===== src/rtl/fetch_unit.sv =====
// Instruction-fetch stage: owns the PC, issues single-outstanding word fetches and
// holds the IF/ID register that feeds decode, with redirect, stall and squash handling.
module fetch_unit #(
  parameter int unsigned         ADDR_W   = 32,
  parameter int unsigned         INST_W   = 32,
  parameter logic [ADDR_W-1:0]   RESET_PC = '0
) (
  input  logic              clk,
  input  logic              rst,
  input  logic              stall_i,
  input  logic              be_i,
  input  logic [ADDR_W-1:0] baddr_i,
  output logic              imem_req_o,
  output logic [ADDR_W-1:0] imem_addr_o,
  input  logic              imem_rvalid_i,
  input  logic [INST_W-1:0] imem_rdata_i,
  output logic [ADDR_W-1:0] pc_o,
  output logic [INST_W-1:0] inst_o,
  output logic              valid_o,
  output logic              fexc_o
);

  typedef enum logic [1:0] {StIdle, StReq, StWait, StHold} state_e;

  state_e              state_q, state_d;
  logic [ADDR_W-1:0]   pc_q, pc_d;
  logic                drop_q, drop_d;
  logic [INST_W-1:0]   skid_q, skid_d;
  logic [ADDR_W-1:0]   ifid_pc_q, ifid_pc_d;
  logic [INST_W-1:0]   ifid_inst_q, ifid_inst_d;
  logic                ifid_valid_q, ifid_valid_d;
  logic                fexc_q, fexc_d;
  logic                req;

  logic                redirect;
  logic                misaligned;
  logic [ADDR_W-1:0]   target;
  logic [ADDR_W-1:0]   pc_inc;

  // Decode operands may be stale while stalled, so a redirect only counts without stall.
  assign redirect   = be_i & ~stall_i;
  assign misaligned = |baddr_i[1:0];
  assign target     = misaligned ? RESET_PC : baddr_i;
  assign pc_inc     = pc_q + ADDR_W'(4);

  always_comb begin
    state_d      = state_q;
    pc_d         = pc_q;
    drop_d       = drop_q;
    skid_d       = skid_q;
    ifid_pc_d    = ifid_pc_q;
    ifid_inst_d  = ifid_inst_q;
    ifid_valid_d = stall_i ? ifid_valid_q : 1'b0;
    fexc_d       = redirect & misaligned;
    req          = 1'b0;

    if (redirect) begin
      pc_d = target;
    end

    unique case (state_q)
      StIdle: begin
        state_d = StReq;
      end
      StReq: begin
        req     = 1'b1;
        state_d = StWait;
        // The request leaving this cycle is on the wrong path.
        if (redirect) begin
          drop_d = 1'b1;
        end
      end
      StWait: begin
        if (imem_rvalid_i) begin
          if (drop_q || redirect) begin
            drop_d  = 1'b0;
            state_d = StReq;
          end else if (stall_i) begin
            skid_d  = imem_rdata_i;
            state_d = StHold;
          end else begin
            ifid_pc_d    = pc_q;
            ifid_inst_d  = imem_rdata_i;
            ifid_valid_d = 1'b1;
            pc_d         = pc_inc;
            state_d      = StReq;
          end
        end else if (redirect) begin
          drop_d = 1'b1;
        end
      end
      StHold: begin
        if (redirect) begin
          skid_d  = '0;
          state_d = StReq;
        end else if (!stall_i) begin
          ifid_pc_d    = pc_q;
          ifid_inst_d  = skid_q;
          ifid_valid_d = 1'b1;
          pc_d         = pc_inc;
          state_d      = StReq;
        end
      end
      default: begin
        state_d = StIdle;
      end
    endcase
  end

  always_ff @(posedge clk or negedge rst) begin
    if (!rst) begin
      state_q      <= StIdle;
      pc_q         <= RESET_PC;
      drop_q       <= 1'b0;
      skid_q       <= '0;
      ifid_pc_q    <= '0;
      ifid_inst_q  <= '0;
      ifid_valid_q <= 1'b0;
      fexc_q       <= 1'b0;
    end else begin
      state_q      <= state_d;
      pc_q         <= pc_d;
      drop_q       <= drop_d;
      skid_q       <= skid_d;
      ifid_pc_q    <= ifid_pc_d;
      ifid_inst_q  <= ifid_inst_d;
      ifid_valid_q <= ifid_valid_d;
      fexc_q       <= fexc_d;
    end
  end

  assign imem_req_o  = req;
  assign imem_addr_o = pc_q;
  assign pc_o        = ifid_pc_q;
  assign inst_o      = ifid_inst_q;
  assign valid_o     = ifid_valid_q;
  assign fexc_o      = fexc_q;

endmodule


===== config.mk =====
export PLATFORM = sky130hd
export DESIGN_NAME = fetch_unit
export DESIGN_NICKNAME = d
export VERILOG_FILES = /design/src/rtl/fetch_unit.sv
export SDC_FILE = /design/constraint.sdc
export NUM_CORES = 1
export LEC_CHECK = 0
export CAP_MARGIN = 20
export CORE_MARGIN = 4
export CORE_UTILIZATION = 49
export CTS_CLUSTER_DIAMETER = 150
export CTS_CLUSTER_SIZE = 16
export DETAILED_ROUTE_END_ITERATION = 12
export GPL_TIMING_DRIVEN = 0
export HOLD_SLACK_MARGIN = 0.05
export PLACE_DENSITY_LB_ADDON = 0.3
export SYNTH_ARGS = -nofsm -noshare
export SYNTH_HDL_FRONTEND = slang
export SYNTH_SLANG_ARGS = --single-unit

===== constraint.sdc =====
create_clock -name clk -period 2.9 [get_ports clk]
set_clock_uncertainty 0.2 [all_clocks]
set_input_delay 0.58 -clock clk [delete_from_list [all_inputs] [get_ports clk]]
set_output_delay 0.58 -clock clk [all_outputs]
set_load 0.03 [all_outputs]

==> flow_metrics.py, run 1 <==
metrics = {
    "pwr": {
        "p_sw_mw": 3.335,
        "power_mw": 8.643,
        "pwr-share-comb_pct": 41.3,
        "p_sw_share_pct": 38.58,
        "seq_power_share_pct": 35.2,
        "intPower_mw": 5.308,
        "p_leak_nw": 3.866,
        "vdd_drop_max_mv": 0.5416,
        "clkPwrFrac_pct": 23.5,
        "power.density_mw_per_mm2": 962.0,
    },
    "finish": {
        "fin_nets": 887,
        "final_cell_mix": "clkdlybuf4s50_1, dfrtp_1, nand2_1",
        "layout-drive-gt1-share_pct": 15.25,
        "utilization_pct": 70.34,
        "seqCellArea_mm2": 0.003328,
        "multi_input_area_mm2": 0.002965,
        "fin_cells": 998,
        "final_common_cell": "clkdlybuf4s50_1",
        "stdcell_area_mm2": 0.008985,
        "antenna-diode-count": 0,
        "fill_cells": 948,
        "area_growth_pct": 38.36,
    },
    "worst_setup_path": {
        "cp-end-kind": "flop",
        "crit_fanout": 10,
        "path_common_cell": "buf_2",
        "r2r_slack_ns": 0.12,
        "arrival_ns": 2.81,
        "criticalPathCategory": "reg -> reg",
        "cp_slowest_stage_delay_ns": 0.43,
        "slowest_stage": "dfrtp_1",
        "cp_num_buf_inv": 4,
        "cp_cell_sequence": "inv_1 -> ha_1 -> buf_2 -> and3b_1 -> buf_2 -> o21ai_2 -> buf_2 -> a21oi_1 -> o21ai_0 -> o311ai_0",
        "critPathTopFamily": "compound AO/OA/AOI/OAI gates",
        "worstSetupStartpointType": "flop",
        "cp.required_ns": 2.93,
    },
    "clock_network": {
        "cts_buffers": 17,
        "h-tree-depth": 4,
        "clk_latency_ns": 0.42,
        "post_cts_buffers": 0,
        "cts_buffer_depth": 2,
        "tritoncts": "built",
        "path_clk_slew_ns": 0.06,
        "cts.sinks": 133,
        "root_buffer": "clkbuf_16",
    },
    "die": {
        "die_w_um": 123.1,
        "core.rowCount": 41,
        "die_area_mm2": 0.01516,
        "die_y_um": 123.1,
        "core_area_mm2": 0.01277,
        "io_pins": 168,
        "start_util_pct": 50.84,
    },
    "sta": {
        "fin_crit_sh_pct": 95.90,
        "setup_tns_ns": 0,
        "finalHoldViolCount": 0,
        "layout_min_cycle_time_ns": 2.781,
        "setup_ws_ns": 0.1190,
        "drv_slew": 0,
        "rsz0062_at_grt": "no",
        "timing.hold.ws_ns": 0.2789,
        "setup_viol": 0,
        "worstMarginPinSlew_ns": 0.6955,
        "fmax_mhz": 359.6,
        "max-slew-margin-rel_pct": 53.20,
    },
    "global_routing": {
        "grt_pass1_vias": 5774,
        "grt_start_max_net_pins": 70,
        "grt_usage_pct": 25.66,
        "antenna_found_initial": 0,
        "grt_pass1_wl_um": 30020,
        "overflow": 0,
    },
    "synth": {
        "synth_ff_type": "dfrtp_1",
        "syn_inst": 625,
        "yosys_warnings": 0,
        "avgSynthCellArea_um2": 10.39,
        "syn-num-nets": 699,
        "ys_seq_elements": 133,
        "syn-cell-area_mm2": 0.006494,
        "ys_seq_area_share_pct": 51.25,
        "synth_cell_types": 62,
        "synth-async-reset-ratio_pct": 100.0,
        "synth_edf_count": 0,
    },
    "detailed_routing": {
        "vias": 5807,
        "first_iter_violations": 561,
        "drt-wirelength-per-cell_um": 19.35,
        "drt_pass1_iterations": 5,
        "routed_wl_um": 19310,
        "vias_per_cell": 5.819,
        "drtAntennaViolNets": 0,
        "route.detailed.drc": 0,
    },
    "placed_design": {
        "place_inst": 965,
        "dpl_cell_area_mm2": 0.008409,
        "pre_cts_slack_ns": -0.2704,
        "port_buffers": 167,
        "place_hpwl_um": 13950,
        "gp_congestion": 0.9145,
    },
    "run": {
        "cap_violations": 0,
    },
    "status": {
        "status": "finished, final reports clean",
    },
    "worst_hold_path": {
        "holdCritPathClass": "reg -> reg",
    },
}
==> power groups by stage <==
stage | registers, mW | clock network [mW] | logic (mW)
6_report | 3.04 | 2.03 | 3.57
3_3_place_gp | 3.01 | 0 | 3.45
4_1_cts | 3.04 | 2.04 | 3.59
5_1_grt | 3.13 | 2.13 | 3.81
2_1_floorplan | 3.86 | 0 | 1.19
3_5_place_dp | 3.06 | 0 | 3.56
==> final cells by class <==
class	instances	share of cell area, %
Sequential cell	133	37.04
Multi-Input combinational cell	443	33.00
Timing Repair Buffer	169	19.04
Clock buffer	23	5.320
Tap cell	172	2.395
Buffer	40	1.964
Clock inverter	9	0.8634
Inverter	9	0.3760
==> kinds of logic (layout without fill, tap and decap cells) <==
group	after synthesis	after routing	share of synthesized area, %
compound gates	159	159	14.95
mux	65	65	11.23
flops	133	133	51.25
simple gates	208	208	17.57
xor+xnor	6	6	0.8092
fa+ha+maj	5	5	0.9634
buf+inv	49	250	3.218
==> cell usage after synthesis (all sizes together), types with 3 or more instances <==
cell type  number  share of area (%)
o21a            3               0.35
nand2b          4               0.39
nor3b           4               0.54
and2            5               0.48
nand2          71                4.1
dfrtp         133                 51
o211ai          3               0.35
clkbuf         20                1.2
a22oi           9                1.0
a21oi          49                3.8
xor2            4               0.54
a221o           8                1.2
o21ai          60                4.7
nor2b          35                3.4
nor3            7               0.62
o311ai          5               0.67
nand3          15                1.2
nand4          20                2.3
and3            8               0.77
buf            20                1.5
a22o            3               0.40
nor4            7                1.1
nor2           21                1.2
mux2           63                 11
inv             9               0.52
ha              5               0.96
==> per-layer routing <==
metal  global-route usage, %  share of wire (%)  vias to the layer above
li1                        -                  -                     2655
met1                   34.31                 41                     2814
met2                   39.59                 48                      287
met3                   6.267                8.2                       51
met4                   11.83                3.2                        0
met5                       0                  0                        -
==> path summary, 6_finish.rpt <==
check | start | depth (start not counted) | endpoint
max | state_q[0]$_DFFE_PN0P_ | 10 | imem_addr_o[13]$_DFF_PN0_
min | inst_o[23]$_DFFE_PN0P_ | 2 | inst_o[23]$_DFFE_PN0P_
max reg2reg | state_q[0]$_DFFE_PN0P_ | 10 | imem_addr_o[13]$_DFF_PN0_
min reg2reg | inst_o[23]$_DFFE_PN0P_ | 2 | inst_o[23]$_DFFE_PN0P_
max in group asynchronous | rst | 3 | pc_o[8]$_DFFE_PN0P_
min in group asynchronous | rst | 2 | pc_o[4]$_DFFE_PN0P_
==> what timing repair did <==
| action | CTS | global route |
|---|---|---|
| hold buffers | 1 | 0 |
| endpoints found under the setup margin | 0 | 6 |
| resized for setup | 0 | 4 |
| hold endpoints to repair | 64 | 0 |
==> flip-flops by register name, indices dropped and copies added, names as in the netlist <==
register     count
skid_q          32
imem_addr_o     32
pc_o            32
fexc_o           1
inst_o          32
drop_q           1
valid_o          1
state_q          2
==> worst min-delay path: cells and delay by family (launching register included) <==
kind | cells | cell delay (ns)
AO/OA/AOI/OAI | 1 | 0.06
flip-flops | 1 | 0.34
AND/OR/NAND/NOR | 1 | 0.05
(Power assumes the default switching activity.)
==> inputs of run 2 (changes only) <==
Settings changed: CTS_CLUSTER_DIAMETER 150 to default, CTS_CLUSTER_SIZE 16 to default, SKIP_CTS_REPAIR_TIMING from default to 1.
==> results of run 2 <==
The final DEF is identical to that of run 1; final timing and power are the same.
Among the figures that moved: wire length of the first global-routing pass 30020 µm -> 29970 µm; via count of the first global-routing pass 5774 -> 5765; overall routing resource usage 25.66% -> 25.63%; met1 usage 34.31% -> 34.28%; met2 usage 39.59% -> 39.52%
==> inputs of run 3 (changes only) <==
Settings changed: PLACE_DENSITY from default to 0.8, PLACE_DENSITY_LB_ADDON 0.3 to default.
==> run 3 against run 2 <==
Combinational power about the same. Sequential share of layout area down 0.19 points. Routed wire length down 1.9%. Register-to-register slack about the same. Critical endpoint is now imem_addr_o[23]$_DFF_PN0_. Largest power group unchanged.
==> flow_metrics.py, run 3 (synthesized netlist as in run 1, its figures left out) <==
metrics = {
    "status": {
        "status": "finished, final reports clean",
    },
    "die": {
        "die_area_mm2": 0.01516,
        "die_y_um": 123.1,
        "start_util_pct": 50.84,
        "die_w_um": 123.1,
        "io_pins": 168,
        "core.rowCount": 41,
        "core_area_mm2": 0.01277,
    },
    "global_routing": {
        "grt_start_max_net_pins": 97,
        "grt_usage_pct": 25.45,
        "grt_pass1_vias": 5834,
        "antenna_found_initial": 0,
        "grt_pass1_wl_um": 29710,
        "overflow": 0,
    },
    "worst_setup_path": {
        "cp.required_ns": 3.01,
        "cp-end-kind": "flop",
        "crit_fanout": 10,
        "criticalPathCategory": "reg -> reg",
        "worstSetupStartpointType": "flop",
        "arrival_ns": 2.89,
    },
    "worst_hold_path": {
        "holdCritPathClass": "reg -> reg",
    },
    "sta": {
        "timing.hold.ws_ns": 0.2795,
        "worstMarginPinSlew_ns": 0.7424,
        "finalHoldViolCount": 0,
        "max-slew-margin-rel_pct": 50.05,
        "fmax_mhz": 359.0,
        "layout_min_cycle_time_ns": 2.786,
        "drv_slew": 0,
        "setup_ws_ns": 0.1143,
        "setup_tns_ns": 0,
        "rsz0062_at_grt": "no",
        "setup_viol": 0,
        "fin_crit_sh_pct": 96.06,
    },
    "clock_network": {
        "cts_buffer_depth": 2,
        "cts.sinks": 133,
        "tritoncts": "built",
        "clk_latency_ns": 0.42,
        "h-tree-depth": 4,
        "cts_buffers": 17,
        "root_buffer": "clkbuf_16",
        "path_clk_slew_ns": 0.06,
    },
    "run": {
        "cap_violations": 0,
    },
    "placed_design": {
        "place_hpwl_um": 13970,
        "pre_cts_slack_ns": -0.3116,
        "place_inst": 965,
        "gp_congestion": 0.8927,
        "dpl_cell_area_mm2": 0.008409,
        "port_buffers": 167,
    },
    "finish": {
        "antenna-diode-count": 0,
        "final_common_cell": "clkdlybuf4s50_1",
        "final_cell_mix": "clkdlybuf4s50_1, dfrtp_1, nand2_1",
        "area_growth_pct": 39.09,
        "fin_cells": 997,
        "fin_nets": 887,
        "stdcell_area_mm2": 0.009032,
        "layout-drive-gt1-share_pct": 15.27,
    },
    "detailed_routing": {
        "first_iter_violations": 596,
        "drt_pass1_iterations": 6,
        "route.detailed.drc": 0,
        "drtAntennaViolNets": 0,
        "vias_per_cell": 5.876,
        "drt-wirelength-per-cell_um": 19.00,
        "routed_wl_um": 18940,
        "vias": 5858,
    },
    "pwr": {
        "power.density_mw_per_mm2": 973.0,
        "vdd_drop_max_mv": 0.4664,
        "p_leak_nw": 3.889,
    },
}
-- run 3: worst paths after layout --
| check | from | end | slack [ns] | cells past startpoint |
|---|---|---|---|---|
| setup / recovery | state_q[0]$_DFFE_PN0P_ | imem_addr_o[23]$_DFF_PN0_ | 0.11 | 10 |
| hold / removal | inst_o[29]$_DFFE_PN0P_ | inst_o[29]$_DFFE_PN0P_ | 0.28 | 2 |
| setup reg to reg | state_q[0]$_DFFE_PN0P_ | imem_addr_o[23]$_DFF_PN0_ | 0.11 | 10 |
| hold reg to reg | inst_o[29]$_DFFE_PN0P_ | inst_o[29]$_DFFE_PN0P_ | 0.28 | 2 |
| max in group asynchronous | rst | skid_q[8]$_DFFE_PN0P_ | 1.26 | 3 |
| min in group asynchronous | rst | pc_o[1]$_DFFE_PN0P_ | 0.44 | 2 |
-- run 3: layer usage --
layer | GRT usage [%] | routed length (µm) | vias to the layer above
met5 | 0 | 0 | -
met4 | 12.11 | 673 | 0
met3 | 6.084 | 1675 | 53
met2 | 39.76 | 8998 | 300
met1 | 33.51 | 7594 | 2865
li1 | - | - | 2640
-- run 3: worst max-delay path, cell delays in order, from the launching register on --
cell	delay, ns
dfrtp_1	0.44
inv_1	0.08
ha_1	0.20
buf_2	0.16
and3b_1	0.18
buf_2	0.17
o21ai_2	0.39
clkbuf_1	0.48
a21oi_1	0.16
nand4_1	0.13
nand3_1	0.08
-- run 3: area by class of cell --
cell class / count / area [µm²]
Clock buffer: 23 / 478.0
Inverter: 9 / 33.78
Tap cell: 172 / 215.2
Clock inverter: 8 / 123.9
Multi-Input combinational cell: 443 / 2965
Timing Repair Buffer: 169 / 1710
Sequential cell: 133 / 3328
Buffer: 40 / 177.7
Fill cell: 883 / 3741
-- run 3: through the flow --
| step | util [%] | power (mW) |
|---|---|---|
| 6_report | 70.71 | 8.788 |
| 5_1_grt | 70.71 | 9.209 |
| 4_1_cts | 70.55 | 8.817 |
| 3_5_place_dp | 65.83 | 6.623 |
| 3_3_place_gp | 65.61 | 6.465 |
| 2_1_floorplan | - | 5.053 |
-- run 3: where the power goes --
| group | total [mW] | switching, mW | internal, mW |
|---|---|---|---|
| logic | 3.56 | 2.03 | 1.53 |
| clock network | 2.18 | 0.772 | 1.41 |
| registers | 3.04 | 0.499 | 2.54 |
